--- src/rtl/rand_pkg.sv ---
// Shared types and constants for the random-number arbiter: FSM states,
// LFSR tap mask, default seed and the bound-to-mask helper.
package rand_pkg;

    typedef enum logic [1:0] {
        IDLE = 2'd0,
        DRAW = 2'd1,
        DONE = 2'd2
    } state_e;

    // Taps 32,22,2,1 expressed as zero-based bit positions 31,21,1,0.
    localparam logic [31:0] LFSR_TAPS    = 32'h8020_0003;
    localparam logic [31:0] DEFAULT_SEED = 32'hACE1_ACE1;

    // Smallest power of two >= b, minus one; b==0 yields all ones (full range).
    function automatic logic [31:0] mask_from_bound(input logic [31:0] b);
        logic [31:0] v;
        v = b - 32'd1;
        v = v | (v >> 1);
        v = v | (v >> 2);
        v = v | (v >> 4);
        v = v | (v >> 8);
        v = v | (v >> 16);
        return v;
    endfunction

endpackage

--- src/rtl/lfsr32_core.sv ---
// Free-running 32-bit maximal-length LFSR with seed load; a zero seed is
// replaced by SEED so the register can never lock up in the all-zero state.
module lfsr32_core
    import rand_pkg::*;
#(
    parameter logic [31:0] SEED = DEFAULT_SEED
) (
    input  logic        clk,
    input  logic        rst_n,
    input  logic        load,
    input  logic [31:0] load_val,
    output logic [31:0] q
);

    logic [31:0] q_q;
    logic [31:0] q_d;

    // Next value: load (with zero-seed substitution) or one left shift step.
    always_comb begin
        q_d = {q_q[30:0], ^(q_q & LFSR_TAPS)};
        if (load) begin
            q_d = (load_val == 32'd0) ? SEED : load_val;
        end else begin
            q_d = {q_q[30:0], ^(q_q & LFSR_TAPS)};
        end
    end

    // LFSR state register.
    always_ff @(posedge clk) begin
        if (!rst_n) begin
            q_q <= SEED;
        end else begin
            q_q <= q_d;
        end
    end

    assign q = q_q;

endmodule

--- src/rtl/rand_arbiter.sv ---
// Round-robin arbiter handing out bounded random values from one shared LFSR,
// using masked rejection sampling with a deterministic fallback after MAX_TRIES.
module rand_arbiter
    import rand_pkg::*;
#(
    parameter int          NUM_REQ   = 4,
    parameter int          OUT_W     = 10,
    parameter int          MAX_TRIES = 8,
    parameter logic [31:0] SEED      = DEFAULT_SEED
) (
    input  logic                       clk,
    input  logic                       rst_n,
    input  logic [NUM_REQ-1:0]         req,
    input  logic [NUM_REQ*OUT_W-1:0]   bound,
    input  logic                       seed_load,
    input  logic [31:0]                seed_in,
    output logic [NUM_REQ-1:0]         ack,
    output logic [OUT_W-1:0]           rand_data,
    output logic [$clog2(NUM_REQ)-1:0] gnt_id,
    output logic                       busy
);

    localparam int ID_W  = $clog2(NUM_REQ);
    localparam int IDX_W = ID_W + 1;
    localparam int TRY_W = $clog2(MAX_TRIES + 1);

    logic [31:0]        lfsr_s;
    logic [31:0]        mask_full_s;
    logic               lfsr_unused_s;
    logic [OUT_W-1:0]   sample_s, m_s, bound_sel_s;
    logic [TRY_W-1:0]   try_inc_s;
    logic               pick_vld_s;
    logic [ID_W-1:0]    pick_id_s;

    state_e             state_q, state_d;
    logic [ID_W-1:0]    gnt_id_q, gnt_id_d, rr_ptr_q, rr_ptr_d;
    logic [OUT_W-1:0]   bound_q, bound_d, mask_q, mask_d, rand_data_q, rand_data_d;
    logic [TRY_W-1:0]   try_cnt_q, try_cnt_d;
    logic [NUM_REQ-1:0] ack_q, ack_d;
    logic               busy_q, busy_d;

    lfsr32_core #(.SEED(SEED)) u_lfsr (
        .clk      (clk),
        .rst_n    (rst_n),
        .load     (seed_load),
        .load_val (seed_in),
        .q        (lfsr_s)
    );

    assign sample_s      = lfsr_s[OUT_W-1:0];
    assign m_s           = sample_s & mask_q;
    assign try_inc_s     = try_cnt_q + TRY_W'(1);
    assign bound_sel_s   = bound[pick_id_s*OUT_W +: OUT_W];
    assign mask_full_s   = mask_from_bound(32'(bound_sel_s));
    assign lfsr_unused_s = ^{lfsr_s, mask_full_s};

    // Round-robin pick: scan from the highest offset down so the requester
    // nearest to rr_ptr (wrapping) is the one left standing.
    always_comb begin : rr_pick
        logic [IDX_W-1:0] sum;
        logic [ID_W-1:0]  idx;
        pick_vld_s = 1'b0;
        pick_id_s  = '0;
        sum        = '0;
        idx        = '0;
        for (int i = NUM_REQ - 1; i >= 0; i--) begin
            sum        = {1'b0, rr_ptr_q} + IDX_W'(i);
            idx        = (sum >= IDX_W'(NUM_REQ)) ? ID_W'(sum - IDX_W'(NUM_REQ)) : ID_W'(sum);
            pick_vld_s = pick_vld_s | req[idx];
            pick_id_s  = req[idx] ? idx : pick_id_s;
        end
    end

    // FSM next-state, draw acceptance and result capture.
    always_comb begin
        state_d     = state_q;
        gnt_id_d    = gnt_id_q;
        rr_ptr_d    = rr_ptr_q;
        bound_d     = bound_q;
        mask_d      = mask_q;
        try_cnt_d   = try_cnt_q;
        rand_data_d = rand_data_q;
        ack_d       = '0;
        case (state_q)
            IDLE: begin
                if (pick_vld_s) begin
                    state_d   = DRAW;
                    gnt_id_d  = pick_id_s;
                    bound_d   = bound_sel_s;
                    mask_d    = mask_full_s[OUT_W-1:0];
                    try_cnt_d = '0;
                end else begin
                    state_d = IDLE;
                end
            end
            DRAW: begin
                // A dropped request wins over a draw that would otherwise accept.
                if (!req[gnt_id_q]) begin
                    state_d = IDLE;
                end else if (bound_q == '0) begin
                    rand_data_d     = sample_s;
                    ack_d[gnt_id_q] = 1'b1;
                    state_d         = DONE;
                end else if (m_s < bound_q) begin
                    rand_data_d     = m_s;
                    ack_d[gnt_id_q] = 1'b1;
                    state_d         = DONE;
                end else if (try_inc_s == TRY_W'(MAX_TRIES)) begin
                    rand_data_d     = m_s - bound_q;
                    ack_d[gnt_id_q] = 1'b1;
                    state_d         = DONE;
                end else begin
                    try_cnt_d = try_inc_s;
                end
            end
            DONE: begin
                rr_ptr_d = (gnt_id_q == ID_W'(NUM_REQ - 1)) ? '0 : gnt_id_q + ID_W'(1);
                state_d  = IDLE;
            end
            default: begin
                state_d = IDLE;
            end
        endcase
        busy_d = (state_d != IDLE);
    end

    // State and output registers.
    always_ff @(posedge clk) begin
        if (!rst_n) begin
            state_q     <= IDLE;
            gnt_id_q    <= '0;
            rr_ptr_q    <= '0;
            bound_q     <= '0;
            mask_q      <= '0;
            try_cnt_q   <= '0;
            rand_data_q <= '0;
            ack_q       <= '0;
            busy_q      <= 1'b0;
        end else begin
            state_q     <= state_d;
            gnt_id_q    <= gnt_id_d;
            rr_ptr_q    <= rr_ptr_d;
            bound_q     <= bound_d;
            mask_q      <= mask_d;
            try_cnt_q   <= try_cnt_d;
            rand_data_q <= rand_data_d;
            ack_q       <= ack_d;
            busy_q      <= busy_d;
        end
    end

    assign ack       = ack_q;
    assign rand_data = rand_data_q;
    assign gnt_id    = gnt_id_q;
    assign busy      = busy_q;

endmodule
--- config.mk ---
export PLATFORM = sky130hd
export DESIGN_NAME = rand_arbiter
export DESIGN_NICKNAME = d
export VERILOG_FILES = /design/src/rtl/rand_pkg.sv /design/src/rtl/lfsr32_core.sv /design/src/rtl/rand_arbiter.sv
export SDC_FILE = /design/constraint.sdc
export NUM_CORES = 1
export LEC_CHECK = 0
export CAP_MARGIN = 20
export CORE_ASPECT_RATIO = 1.75
export CORE_UTILIZATION = 47
export DETAILED_ROUTE_END_ITERATION = 7
export GPL_ROUTABILITY_DRIVEN = 1
export PLACE_DENSITY = 0.81
export SLEW_MARGIN = 20
export SYNTH_ARGS = -nofsm -noshare
export SYNTH_HDL_FRONTEND = slang
export SYNTH_HIERARCHICAL = 1
export SYNTH_SLANG_ARGS = --single-unit
--- constraint.sdc ---
create_clock -name clk -period 2.7 [get_ports clk]
set_input_delay 0.54 -clock clk [delete_from_list [all_inputs] [get_ports clk]]
set_output_delay 0.54 -clock clk [all_outputs]
set_load 0.01 [all_outputs]
==> flow_summary_export.csv <==
group,metric,value,unit
worst_setup_path,r2r_slack,0.10,ns
worst_setup_path,crit_type,"in2reg",
placement,port_buffers,95,
placement,dp.cells,790,
placement,post-place-ws,-0.5218,ns
yosys,synth_area,4574,sq um
power_and_ir_drop,power_frac_comb,40.1,%
yosys,synthSimpleGateAreaFrac,23.11,%
final_layout,stdcell_count,811,
worst_setup_path,r2r_start,"mask_q[0]$_SDFFE_PN0P_",
timing,rsz0062_at_grt,"false",
yosys,synth_warnings,6,
final_layout,drive_above_1_share,20.90,%
yosys,ys_ff_latch,77,
global_route,grt_first_pass_wirelength,21460,um
placement,gp_congestion,0.9345,
timing,post-route-period-util,97.36,%
timing,clock.fmax,380.4,MHz
placement,place_area,5972,sq um
cts,clkLatencyLatePin,0.34,ns
yosys,synth_top_flop_cell,"dfxtp_1",
final_layout,diodes,0,
drt,via_per_inst,5.662,
floorplan,die_area,10150,sq um
floorplan,dieWidth,76.58,um
cts,cts_num_sinks,77,
yosys,yosysUniqueCellTypes,65,
cts,clock_path_buffers,2,
floorplan,core,9468,sq um
power_and_ir_drop,p_per_area,720.2,nW/um^2
final_layout,regArea,1543,sq um
placement,place_hpwl,9692,um
drt,wire_per_inst,16.01,um
drt,route.detailed.drc,0,
yosys,synth-edff-count,0,
final_layout,multi_input_area,2880,sq um
power_and_ir_drop,switching_share,32.23,%
yosys,synth_top_family_by_area,"compound AO/OA/AOI/OAI gates",
timing,fin_worst_skew,0.006586,ns
yosys,synth-async-reset-ratio,0,%
timing,finalSetupViolCount,0,
drt,totalWireLength,12990,um
worst_setup_path,ff2ff_path_depth,12,
outcome,outcome,"completed",
floorplan,io_pins,96,
yosys,syn_avg_cell_area,8.487,sq um
power_and_ir_drop,sequentialPowerShare,30.1,%
floorplan,die_h,132.5,um
hold_path,holdPathStages,2,
power_and_ir_drop,ir_drop,0.0005368,V
worst_setup_path,rr_endpoint,"rand_data[3]$_SDFFE_PN0P_",
power_and_ir_drop,p_int,3.154,mW
timing,fin_crit,2.629,ns
hold_path,hold_path_class,"reg2reg",
timing,timing.final.hold_violations,0,
run,drv_cap,0,
global_route,antenna_found_initial,0,
worst_setup_path,end_kind,"flip-flop",
floorplan,start_util,48.32,%
yosys,syn_inst,539,
drt,detail-route-antenna-nets,0,
timing,timing.final.ws_setup,0.07117,ns
worst_setup_path,path_max_fanout,9,
final_layout,num-nets-final,780,
drt,vias,4592,
power_and_ir_drop,power,4.654,mW
drt,firstDrtPassIters,6,
power_and_ir_drop,p_sw,1.500,mW
final_layout,area_growth,41.27,%
final_layout,fillers,751,
yosys,synth_fa_ha_area_share,4.814,%
floorplan,rows,47,
yosys,synthMuxAreaShare,6.236,%
yosys,synth_nets,635,
cts,numCtsBuffers,9,
worst_setup_path,arrival,2.85,ns
global_route,grt_use_total,26.35,%
global_route,grt_max_degree,34,
timing,tightest_slew,0.6146,ns
cts,h-tree-depth,3,
drt,first_iter_violations,298,
hold_path,hp-start,"bound_q[6]$_SDFFE_PN0P_",
timing,relSlewSlack,59.03,%
cts,cts_tree,"done",
power_and_ir_drop,pwr-share-clk,29.8,%
global_route,first_global_vias,4692,
timing,drv_slew,0,
final_layout,fin_area,6462,sq um
global_route,grt-ovfl-total,0,
final_layout,layout_commonest_cell,"clkdlybuf4s50_1",
worst_setup_path,required,2.92,ns
yosys,synthXorXnorAreaFrac,2.298,%
cts,clockRootBuffer,"clkbuf_16",
yosys,synth_compound_area_share,24.26,%
worst_setup_path,start_kind,"primary input",
yosys,ys_seq_area_share,33.70,%
hold_path,holdPathEnd,"bound_q[6]$_SDFFE_PN0P_",
power_and_ir_drop,power_leakage,2.716,nW
cts,clk_pin_slew,0.06,ns
final_layout,layout_common_cells,"clkdlybuf4s50_1, dfxtp_1, buf_4",
## synth_stat cells (3+ instances only)
cell      instances  share of area (%)
xor2_1            4               0.77
nand2b_1         20                2.7
o21a_1            3               0.49
or3_1             3               0.41
a221o_1           5                1.1
o21ai_1          11                1.2
nand4_1           3               0.41
dfxtp_1          77                 34
o21ai_0          30                3.3
ha_1             16                4.4
nor2b_1          26                3.6
and2_1           17                2.3
and3_1           10                1.4
mux2i_1          24                5.3
nor2_1           44                3.6
a21oi_1          34                3.7
a211oi_2          7                1.9
a22oi_1           4               0.66
o211a_1           6                1.3
nand3_1          18                2.0
nor4_1            9                1.2
inv_1            20                1.6
nor3_1            4               0.44
a31o_2            9                1.7
a21oi_2          10                1.9
a31oi_1           6               0.82
clkbuf_1         17                1.4
buf_6             4               0.98
a211oi_1          6               0.98
nand2_1          37                3.0
xnor2_1           8                1.5
buf_2             4               0.44
## worst max path at each step
stage | start | slack, ns | depth (start not counted) | end
after global placement | req[0] | -0.42 | 10 | mask_q[1]$_SDFFE_PN0P_
after global routing | req[0] | 0.008 | 11 | mask_q[1]$_SDFFE_PN0P_
final | req[2] | 0.07 | 11 | mask_q[9]$_SDFFE_PN0P_
after floorplan | u_lfsr/q[2]$_SDFF_PN0_ | 0.11 | 11 | rand_data[9]$_SDFFE_PN0P_
after CTS | mask_q[0]$_SDFFE_PN0P_ | 0.0009 | 12 | rand_data[3]$_SDFFE_PN0P_
after detailed placement | req[0] | -0.52 | 11 | mask_q[1]$_SDFFE_PN0P_
## layer usage
metal  vias up  share of wire (%)  global-route usage [%]
met4         0                3.5                   14.42
li1       2220                  -                       -
met1      2135                 36                   26.18
met5         -                  0                       0
met3        37                5.5                   4.276
met2       200                 55                   50.80
## worst max-delay path: stages
cell and delay, ns:
dlygate4sd2_1 0.26, nor2b_1 0.15, buf_4 0.14, a211o_4 0.35, buf_6 0.14, and3_1 0.19
a211oi_2 0.25, a31oi_2 0.08, nand2b_4 0.18, or3b_4 0.42, mux2i_1 0.13
## sequential cells by signal, indices dropped and copies added, names as in the netlist
register,count
u_lfsr/q,32
bound_q,10
mask_q,10
rand_data,10
ack,4
try_cnt_q,4
gnt_id,2
rr_ptr_q,2
state_q,2
busy,1
## layout make-up
type	count	share of cell area [%]
clock buffer	10	3.698
multi-input combinational	413	44.57
tap	122	2.362
timing repair buffer	163	22.63
sequential	77	23.87
clock inverter	6	1.704
inverter	20	1.162
## logic make-up after synthesis
kind of cell    Yosys count
xor+xnor                 12
flops                    77
compound gates          156
mux                      27
fa+ha+maj                17
buf+inv                  49
simple gates            201
## power groups by stage
| stage | registers (mW) | clock network, mW | logic, mW |
|---|---|---|---|
| 2_1_floorplan | 1.41 | 0 | 1.03 |
| 3_3_place_gp | 1.41 | 0 | 1.69 |
| 3_5_place_dp | 1.42 | 0 | 1.74 |
| 4_1_cts | 1.40 | 1.40 | 1.78 |
| 5_1_grt | 1.42 | 1.46 | 2.01 |
| 6_report | 1.40 | 1.39 | 1.86 |
## stage by stage
| step | setup TNS (ns) | util, % | hold WS (ns) |
|---|---|---|---|
| after floorplan | 0 | - | 0.4363 |
| after global placement | -4.265 | 63.08 | 0.4469 |
| after detailed placement | -5.987 | 63.08 | 0.4589 |
| after CTS | 0 | 67.31 | 0.4784 |
| after global routing | 0 | 68.26 | 0.4950 |
| final | 0 | 68.26 | 0.4739 |
## timing repair
| action | 4_1_cts | 5_1_grt |
|---|---|---|
| gates cloned | 0 | 0 |
| pin swaps | 4 | 8 |
| hold buffers | 0 | 0 |
| gates resized for setup | 14 | 15 |
| setup buffers | 2 | 3 |
| endpoints found under the setup margin | 25 | 23 |
(Power assumes the default switching activity.)
